`config.mk`:
```
export PLATFORM = sky130hd
export DESIGN_NAME = digit_scan_controller
export DESIGN_NICKNAME = d
export VERILOG_FILES = /design/src/rtl/digit_scan_controller.sv
export SDC_FILE = /design/constraint.sdc
export NUM_CORES = 1
export LEC_CHECK = 0
export ABC_AREA = 1
export BUFFER_PORTS_ARGS = -buffer_cell sky130_fd_sc_hd__buf_2
export CAP_MARGIN = 20
export CORE_ASPECT_RATIO = 1.4
export CORE_UTILIZATION = 61
export CTS_BUF_LIST = sky130_fd_sc_hd__clkbuf_8
export DETAILED_ROUTE_END_ITERATION = 10
export GPL_TIMING_DRIVEN = 1
export PLACE_DENSITY = 0.87
export SLEW_MARGIN = 20
export SYNTH_ARGS = -nofsm -noshare
export SYNTH_HDL_FRONTEND = slang
export SYNTH_SLANG_ARGS = --single-unit
```
`constraint.sdc`:
```
create_clock -name clk_i -period 1.7 [get_ports clk_i]
set_input_delay 0 -clock clk_i [delete_from_list [all_inputs] [get_ports clk_i]]
set_output_delay 0 -clock clk_i [all_outputs]
set_load 0.03 [all_outputs]
```
`src/rtl/digit_scan_controller.sv`:
```
// Scans a 4-digit common-anode seven-segment display; optional LEADING_ZERO_BLANK_EN darkens leading zero digits.
// Latency: first anode low BLANK_CYC+1 cycles after enable_i is sampled high; all outputs registered.
// No backpressure: update_i is always accepted; new values reach the display only at frame boundaries.
module digit_scan_controller #(
    parameter int REFRESH_DIV = 50000,
    parameter int BLANK_CYC   = 500
) (
    input  logic        clk_i,
    input  logic        reset_n,
    input  logic        enable_i,
    input  logic        update_i,
    input  logic [15:0] digits_i,
    input  logic [3:0]  dp_i,
    output logic [3:0]  digit_sel_o,
    output logic [3:0]  bcd_o,
    output logic        dp_o,
    output logic        frame_done_o
);

    localparam int CNT_W = $clog2(REFRESH_DIV);
    localparam logic [CNT_W-1:0] CNT_LAST   = CNT_W'(REFRESH_DIV - 1);
    localparam logic [CNT_W-1:0] BLANK_LAST = CNT_W'((BLANK_CYC > 0) ? BLANK_CYC - 1 : 0);
    localparam logic [CNT_W-1:0] CNT_ONE    = CNT_W'(1);

    typedef enum logic [1:0] {S_OFF, S_BLANK, S_ON} state_t;

    // With no dead time a slot opens directly in ON
    localparam state_t SLOT_START = (BLANK_CYC == 0) ? S_ON : S_BLANK;

    state_t           state, state_nxt;
    logic [CNT_W-1:0] cnt, cnt_nxt;
    logic [1:0]       idx, idx_nxt;

    logic [15:0] shadow, pending;
    logic [3:0]  shadow_dp, pending_dp;
    logic        pending_vld;

    logic        boundary, load_shadow, suppress;
    logic [3:0]  sel_d, bcd_d;
    logic        dp_d, frame_d;

    // Last cycle of digit 3's slot: the only point where the shown value may change
    assign boundary    = enable_i && (state == S_ON) && (cnt == CNT_LAST) && (idx == 2'd3);
    // Leaving OFF also counts as a frame start, so the first frame shows the newest value
    assign load_shadow = boundary || (enable_i && (state == S_OFF));

    // State register: slot position and digit index
    always_ff @(posedge clk_i or negedge reset_n) begin
        if (!reset_n) begin
            state <= S_OFF;
            cnt   <= '0;
            idx   <= 2'd0;
        end else begin
            state <= state_nxt;
            cnt   <= cnt_nxt;
            idx   <= idx_nxt;
        end
    end

    // Next-state logic: blank dead time, lit time, slot wrap and digit advance
    always_comb begin
        state_nxt = state;
        cnt_nxt   = cnt;
        idx_nxt   = idx;
        if (!enable_i) begin
            state_nxt = S_OFF;
            cnt_nxt   = '0;
            idx_nxt   = 2'd0;
        end else begin
            case (state)
                S_OFF: begin
                    state_nxt = SLOT_START;
                    cnt_nxt   = '0;
                    idx_nxt   = 2'd0;
                end
                S_BLANK: begin
                    cnt_nxt = cnt + CNT_ONE;
                    if (cnt == BLANK_LAST) begin
                        state_nxt = S_ON;
                    end
                end
                S_ON: begin
                    if (cnt == CNT_LAST) begin
                        cnt_nxt   = '0;
                        idx_nxt   = idx + 2'd1;
                        state_nxt = SLOT_START;
                    end else begin
                        cnt_nxt = cnt + CNT_ONE;
                    end
                end
                default: begin
                    state_nxt = S_OFF;
                    cnt_nxt   = '0;
                    idx_nxt   = 2'd0;
                end
            endcase
        end
    end

`ifdef LEADING_ZERO_BLANK_EN
    // A digit is dark when it and every more-significant nibble are zero and its point is off
    always_comb begin
        suppress = 1'b0;
        case (idx)
            2'd1:    suppress = (shadow[15:4]  == 12'h000) && !shadow_dp[1];
            2'd2:    suppress = (shadow[15:8]  == 8'h00)   && !shadow_dp[2];
            2'd3:    suppress = (shadow[15:12] == 4'h0)    && !shadow_dp[3];
            default: suppress = 1'b0;
        endcase
    end
`else
    assign suppress = 1'b0;
`endif

    // Output decode: one anode low only while lit, everything dark otherwise
    always_comb begin
        sel_d   = 4'hF;
        bcd_d   = 4'h0;
        dp_d    = 1'b1;
        frame_d = boundary;
        if (enable_i && (state == S_ON) && !suppress) begin
            sel_d = ~(4'b0001 << idx);
            bcd_d = shadow[{idx, 2'b00} +: 4];
            dp_d  = ~shadow_dp[idx];
        end
    end

    // Output registers keep every output free of input-to-output paths
    always_ff @(posedge clk_i or negedge reset_n) begin
        if (!reset_n) begin
            digit_sel_o  <= 4'hF;
            bcd_o        <= 4'h0;
            dp_o         <= 1'b1;
            frame_done_o <= 1'b0;
        end else begin
            digit_sel_o  <= sel_d;
            bcd_o        <= bcd_d;
            dp_o         <= dp_d;
            frame_done_o <= frame_d;
        end
    end

    // Pending/shadow pair: last strobe wins, shadow only moves at a frame start
    always_ff @(posedge clk_i or negedge reset_n) begin
        if (!reset_n) begin
            shadow      <= '0;
            shadow_dp   <= '0;
            pending     <= '0;
            pending_dp  <= '0;
            pending_vld <= 1'b0;
        end else if (load_shadow) begin
            if (update_i) begin
                shadow    <= digits_i;
                shadow_dp <= dp_i;
            end else if (pending_vld) begin
                shadow    <= pending;
                shadow_dp <= pending_dp;
            end
            pending_vld <= 1'b0;
        end else if (update_i) begin
            pending     <= digits_i;
            pending_dp  <= dp_i;
            pending_vld <= 1'b1;
        end
    end

endmodule
```
# After elaboration in Yosys (flattened, before gate mapping)
# Index checks and enable logic that the tools add are counted.
[op_classes]
addsub = 2
n_lt_le_gt_ge = 1
n_eq_ne = 8
n_shift = 2
mux = 21
bitwise = 3
reduce_logical = 12
[op_table]
columns = ["operator", "n"]
rows = [
  ["$mux 16", 4],
  ["$pmux 16 s2", 1],
  ["$add 16x1->16 const B", 1],
  ["$eq 16x16->1 const B", 1],
  ["$eq 16x9->1 const B", 1],
  ["$mux 4", 4],
  ["$shiftx 16x5->4", 1],
  ["$mux 2", 5],
  ["$reduce_and 2->1", 4],
  ["$pmux 2 s3", 1],
  ["$eq 2x2->1 const B", 2],
  ["$logic_and 1x1->1", 4],
  ["$mux 1", 4],
  ["$not 4->4", 1],
  ["$pmux 2 s2", 1],
  ["$reduce_bool 2->1", 2],
  ["$shl 1x2->4 const A", 1],
  ["$lt 2x3->1 const B", 1],
  ["$ne 3x2->1 const B", 1],
  ["$ne 3x3->1 const B", 1],
  ["$add 2x1->2 const B", 1],
  ["$bmux 1 s2", 1],
  ["$eq 2x1->1 const B", 1],
  ["$logic_not 2->1", 1],
  ["other kinds (3)", 4],
]
[totals]
regBits = 71
input_bits = 24
output_inout_bits = 10
wordCells = 61

# Depth between registers and ports, before layout
# Gate-level depths: netlist of the first run.
[depth]
word_depth = 7
mapped_depth = 10
mapped_depth_nobuf = 9

# Least setup slack after synthesis of the first run
# OpenSTA, ideal clock, no wires.
[synth_path]
path_kind = "register to register"
start = "reg state[0]"
end = "reg shadow_dp[3]"
setup_time_ps = 117
arrival_ps = 1388
required_ps = 1583
setup_slack_ps = 195
path_stages_with_launch = 11
path_buffers = 1
period_less_slack_ps = 1505
cell_sequence = "dfrtp_1 > inv_1 > ha_1 > nand2_2 > nor2_2 > nand3_2 > nand2_2 > nand2_2 > buf_6 > nand2_1 > nand2_1"
[synth_between]
elab_chain_len = 6
word_cells_on_any_way = 8
cone_classes = "1 x eq/ne; 7 x reduce/logical"
[synth_rtl]
columns = ["element", "line_no", "source"]
rows = [
  ["start, declared", "30", "state_t state, state_nxt;"],
  ["start signal, assigned", "54", "state <= state_nxt;"],
  ["$eq 2x2->1", "43", "assign boundary = enable_i && (state == S_ON) && (cnt == CNT_LAST) && (idx == 2'd3);"],
  ["$logic_and 1x1->1 (3 in series)", "43", ""],
  ["$logic_or 1x1->1 *", "45", "assign load_shadow = boundary || (enable_i && (state == S_OFF));"],
  ["$reduce_and 2->1 (no source line) *", "--", ""],
  ["end signal, assigned", "154", "shadow_dp <= dp_i;"],
  ["end signal, assigned", "157", "shadow_dp <= pending_dp;"],
  ["end, declared", "35", "logic [3:0] shadow_dp, pending_dp;"],
]
# Mark *: on every way between the ends. The rest lies on a longest branch, timed or not.
# A chain may end at the register's enable or synchronous reset.

# Worst setup path after layout of the first run
[layout_path]
start = "reg state[0]"
end = "reg shadow_dp[1]"
# Same word-level chain as after synthesis.

==> results.cfg, run 1 <==
[route]
ant_nets = 0
drc = 0
drt_iter0_drc = 340
via_count = 3295
viasPerCell = 5.45
firstDrtPassIters = 5
wirelength_um = 8650
detail_route.wl_per_cell_um = 14.3

[clock_network]
clkSinkCount = 71
clk_pin_slew_ps = 80
clk_path_buf_depth = 2
cts_tree = done
cts_buffers = 9
cts_root_buf = clkbuf_8
clk_latency_ps = 350
htree_levels = 3

[floorplan]
floorplan.die.width_um = 66.9
start_util_pct = 64.3
rows = 32
die_area_sq_um = 6220
io_pins = 34
fp.coreArea_sq_um = 5610
die_height_um = 92.9

[sta]
setup_tns_ps = 0
max-slew-margin-rel_pct = 73.8
slew_viol_final = 0
tightest_slew_ps = 392
min_period_ps = 1650
finalSetupViolCount = 0
fin_crit_sh_pct = 97.2
hold_viol = 0
skew_ps = 9.92
fmax_mhz = 605
whs_ps = 42.1

[global_route]
grt_pass1_vias = 3272
grt_usage_pct = 31.5
grt_pass1_wl_um = 14700
overflow = 0
antenna_found_initial = 0
grt_max_degree = 52

[outcome]
outcome = complete, no violations

[layout]
num_antenna_cells = 0
fill_cells = 368
drive_gt1_share_pct = 16.0
nNetsFinal = 565
seqCellArea_sq_um = 1780
multi_input_area_sq_um = 1660
area_growth_pct = 21.4
fin_util_pct = 78.0

[yosys]
syn_inst = 470
ys_ff_latch = 71
ys_warn_count = 0
ys_seq_area_share_pct = 49.5
syn_area_sq_um = 3600
avgSynthCellArea_sq_um = 7.66
syn-num-nets = 503
synth_cell_types = 26

[critical_path]
end_kind = flop
crit_required_ps = 1990
path_cells = inv_1, ha_4, nand2_2, nor2_2, nand3_2, nand2_4, buf_12, nand3_1, nand2_1
crit_type = reg2reg
cp.depth = 9
critPathArrivalTime_ps = 1940
cpMaxStageDelayCell = dfrtp_1
startpoint_type = flop
cp_num_buf_inv = 2
crit_fanout = 21
crit_family = simple AND/OR/NAND/NOR gates
cpPeakStageDelay_ps = 410
reg2reg_depth = 9

[job]
drv_cap = 0

[place]
port_buffers = 33
hpwl_um = 5630
place_congestion = 0.937

[power_and_ir_drop]
p_leak_nw = 2.26
vdd_ir_drop_max_v = 0.000849
p_per_area_nw_per_um2 = 1210
power_mw = 5.28

[worst_hold_path]
hp-class = in2reg
min_path_cells = 3
==> cell usage in the layout (no fill, tap or decap), types with 4 or more instances in the layout <==
| master | n |
|---|---|
| nand3_1 | 32 |
| dfstp_2 | 5 |
| clkbuf_8 | 10 |
| buf_2 | 33 |
| inv_1 | 28 |
| nor2_1 | 50 |
| xnor2_1 | 4 |
| nand4_1 | 22 |
| xor2_1 | 5 |
| o21ai_0 | 11 |
| nand2_1 | 191 |
| dlygate4sd3_1 | 22 |
| buf_4 | 15 |
| nor2_2 | 4 |
| dfrtp_1 | 66 |
| ha_1 | 7 |
| a21oi_1 | 5 |
==> routing by layer <==
| layer | part of all wire, % | wire (um) | vias up | global-route usage (%) |
|---|---|---|---|---|
| li1 | - | - | 1609 | - |
| met1 | 39 | 3360 | 1550 | 37.5 |
| met2 | 54 | 4640 | 105 | 53.0 |
| met3 | 4.1 | 358 | 31 | 5.54 |
| met4 | 3.4 | 295 | 0 | 16.3 |
| met5 | 0 | 0 | - | 0 |
==> path summary, 6_finish.rpt <==
check	from	to	slack, ps
setup / recovery	state[0]	shadow_dp[1]	50
hold / removal	update_i	pending_dp[1]	40
setup reg to reg	state[0]	shadow_dp[1]	50
hold reg to reg	shadow[6]	shadow[6]	470
max in group asynchronous	reset_n	digit_sel_o[0]	1230
min in group asynchronous	reset_n	cnt[3]	180
==> synthesized netlist by cell type (all sizes together) <==
| cell type | instances | share of area (%) |
|---|---|---|
| o22ai | 1 | 0.17 |
| inv | 27 | 2.8 |
| nor3 | 4 | 0.69 |
| dfrtp | 66 | 46 |
| xnor2 | 4 | 0.97 |
| xor2 | 5 | 1.2 |
| nand4 | 22 | 3.8 |
| ha | 9 | 3.1 |
| dfstp | 5 | 3.6 |
| o21ai | 13 | 1.8 |
| clkbuf | 15 | 1.6 |
| o21bai | 1 | 0.21 |
| nand3 | 35 | 5.1 |
| buf | 7 | 1.5 |
| nor3b | 1 | 0.21 |
| a21oi | 5 | 0.69 |
| nand2 | 196 | 21 |
| nor2 | 54 | 5.8 |
==> power breakdown <==
| part | internal (mW) | leakage [nW] | switching [mW] |
|---|---|---|---|
| sequential | 2.11 | 0.910 | 0.242 |
| combinational | 0.588 | 1.25 | 1.01 |
| clock | 0.700 | 0.108 | 0.625 |
| total | 3.40 | 2.26 | 1.88 |
==> state kept, by name, summed over array words and instances (netlist names) <==
register,count
shadow,16
digit_sel_o,4
pending_dp,4
pending,16
state,2
frame_done_o,1
pending_vld,1
idx,2
cnt,16
bcd_o,4
shadow_dp,4
dp_o,1
==> cell type report <==
cell class | instances | share of cell area, %
inverters | 27 | 2.32
multi-input cells | 350 | 37.9
repair buffers | 73 | 12.8
well taps | 68 | 1.95
clock inverters | 6 | 1.20
clock buffers | 10 | 3.15
flip-flops and latches | 71 | 40.8
==> worst min-delay path: stages <==
cell	delay, ps
buf_2	190
nand4_1	110
nand2_1	50
==> metrics by stage <==
| step | instances | worst slack, ps | instance area, sq um |
|---|---|---|---|
| final | 605 | 48.2 | 4370 |
| after global routing | 605 | -25.3 | 4370 |
| after global placement | 565 | 113 | 3890 |
| after CTS | 603 | 38.3 | 4310 |
| after floorplan | 470 | 195 | 3600 |
| after detailed placement | 565 | 16.4 | 3890 |
==> cells by family (layout without fill, tap and decap cells) <==
family | after synthesis | count (layout) | synth area share [%]
compound gates | 20 | 20 | 2.88
xor+xnor | 9 | 9 | 2.19
fa+ha+maj | 9 | 9 | 3.13
buf+inv | 49 | 116 | 5.90
flops | 71 | 71 | 49.5
simple gates | 312 | 312 | 36.4
==> timing repair <==
action,4_1_cts,5_1_grt
endpoints found under the setup margin,6,59
endpoints found under the hold margin,96,0
pin swaps,0,1
hold buffers,22,0
setup buffers,0,2
resized for setup,2,11
Power figures use the tool's default switching activity.
==> inputs of run 2 (changes only) <==
--- a/config.mk
+++ b/config.mk
@@ -14,6 +14,7 @@
 export DETAILED_ROUTE_END_ITERATION = 10
 export GPL_TIMING_DRIVEN = 1
 export PLACE_DENSITY = 0.87
+export SETUP_SLACK_MARGIN = 0.5
 export SLEW_MARGIN = 20
 export SYNTH_ARGS = -nofsm -noshare
 export SYNTH_HDL_FRONTEND = slang
==> run 2 against run 1 <==
  * The run now ends with setup timing left
  * Count of clock-buffer cells in the layout down 1
  * Die area is the same
  * Non-clock buffer count increased by 28
  * Via count rose by 24%
  * Final area increased by 16%
  * Core utilization up 13 points
  * Worst setup slack worse by 98 ps
  * First-iteration DRC count up 33%
==> results.cfg, run 2 (synthesis gave the netlist of run 1 again) <==
[critical_path]
crit_required_ps = 1970
critPathArrivalTime_ps = 2020
rrSetupSlack_ps = -50
crit_type = reg2reg
timing.rr.end = shadow_dp[2]
crit_fanout = 5
end_kind = flop
reg2reg_depth = 9
startpoint_type = flop
r2r_start = cnt[1]

[sta]
finalSetupViolCount = 3
whs_ps = 56.5
fin_ws_ps = -49.9
skew_ps = 7.72
hold_viol = 0
min_period_ps = 1750
tightest_slew_ps = 541
max-slew-margin-rel_pct = 63.8
grt_setup_unrepaired = true
slew_viol_final = 0
fmax_mhz = 571
fin_crit_sh_pct = 103

[clock_network]
clk_path_buf_depth = 2
clk_pin_slew_ps = 80
clk_latency_ps = 350
clkSinkCount = 71
cts_buffers = 9
cts_root_buf = clkbuf_8
htree_levels = 3
cts_tree = done

[global_route]
grt_pass1_wl_um = 17100
antenna_found_initial = 0
overflow = 0
grt_usage_pct = 37.5
grt_pass1_vias = 3683
grt_max_degree = 72

[layout]
fill_cells = 227
num_antenna_cells = 0
largestRegisters = cnt: 16 flops, pending: 16 flops, shadow: 16 flops
final_area_sq_um = 5090
final_cells = 637
drive_gt1_share_pct = 30.6
layout.cells.most_common = nand2_1
nNetsFinal = 597
area_growth_pct = 41.2
final_cell_mix = nand2_1 (167), dfrtp_1 (64), nor2_1 (43)

[floorplan]
io_pins = 34
floorplan.die.width_um = 66.9
fp.coreArea_sq_um = 5610
die_height_um = 92.9
start_util_pct = 64.3
die_area_sq_um = 6220
rows = 32

[route]
firstDrtPassIters = 5
detail_route.wl_per_cell_um = 21.2
via_count = 4090
ant_nets = 0
viasPerCell = 6.42
drc = 0
wirelength_um = 13500
drt_iter0_drc = 451

[worst_hold_path]
min_path_cells = 3
hp-class = in2reg
min_to = idx[1]
hold_start = enable_i

[power_and_ir_drop]
p_leak_nw = 2.54
power_mw = 6.59
p_per_area_nw_per_um2 = 1300
vdd_ir_drop_max_v = 0.00101

[outcome]
violations = setup timing
outcome = complete, but fails checks

[place]
place_congestion = 0.865
dp.cells = 562
placed_cell_area_sq_um = 3890
port_buffers = 33
hpwl_um = 5460

[job]
drv_cap = 0
-- run 2: changes by cell type in the layout (fill, tap and decap cells not counted), sizes merged --
cell / before / now
buf: 51 / 78
nand2: 196 / 200
clkinvlp: 0 / 2
bufinv: 1 / 2
clkbuf: 10 / 11
clkinv: 3 / 2
dlygate4sd3: 22 / 21
inv: 29 / 28
-- run 2: layer usage --
metal | share of wire (%) | track usage, % | vias up | wire [um]
li1 | - | - | 1677 | -
met1 | 32 | 39.1 | 1914 | 4260
met2 | 50 | 64.4 | 364 | 6790
met3 | 9.6 | 10.3 | 135 | 1290
met4 | 8.4 | 23.4 | 0 | 1130
met5 | 0 | 0 | - | 0
-- run 2: where the power goes --
part	total, mW	switching [mW]	internal, mW
sequential	2.50	0.383	2.11
combinational	2.66	1.64	1.02
clock	1.44	0.632	0.806
-- run 2: cell type report --
type	instances	area [sq um]	share of cell area, %
Multi-Input combinational cell	354	2000	39.4
Sequential cell	71	1790	35.1
Timing Repair Buffer	101	900	17.7
Clock buffer	9	124	2.44
Inverter	27	109	2.14
Tap cell	68	85.1	1.67
Clock inverter	7	81.3	1.60
-- run 2: worst max-delay path, cell delays in order, from the launching register on --
cell,delay [ps]
dfrtp_1,440
ha_4,190
nand3_4,110
nor2_4,170
nand3_4,130
nand2_8,120
buf_6,120
clkbuf_16,140
nand3_1,100
nand2_1,140
-- run 2: through the flow --
step / setup TNS, ps / setup slack (ps) / util [%]
after floorplan: 0 / 221 / -
after global placement: 0 / 116 / 69.5
after detailed placement: 0 / 22.9 / 69.5
after CTS: 0 / 215 / 83.2
after global routing: -323 / -71.3 / 90.7
final: -98.7 / -49.9 / 90.7
-- run 2: worst max-delay path by stage --
stage                         from      endpoint  slack [ps]  cells past startpoint
after CTS                   cnt[1]     shadow[1]         220                      9
final                       cnt[1]  shadow_dp[2]         -50                      9
after detailed placement  state[0]    shadow[10]          20                      9
after global placement    state[0]     shadow[8]         120                      9
after global routing        cnt[1]  shadow_dp[2]         -70                      9
after floorplan           state[0]  shadow_dp[3]         220                     10
-- run 2: what timing repair did --
action | 4_1_cts | 5_1_grt
pin swaps | 4 | 25
gates cloned | 5 | 3
gates resized for setup | 42 | 61
hold endpoints to repair | 91 | 0
setup buffers | 14 | 16
setup endpoints to repair | 67 | 68
hold buffers | 21 | 0
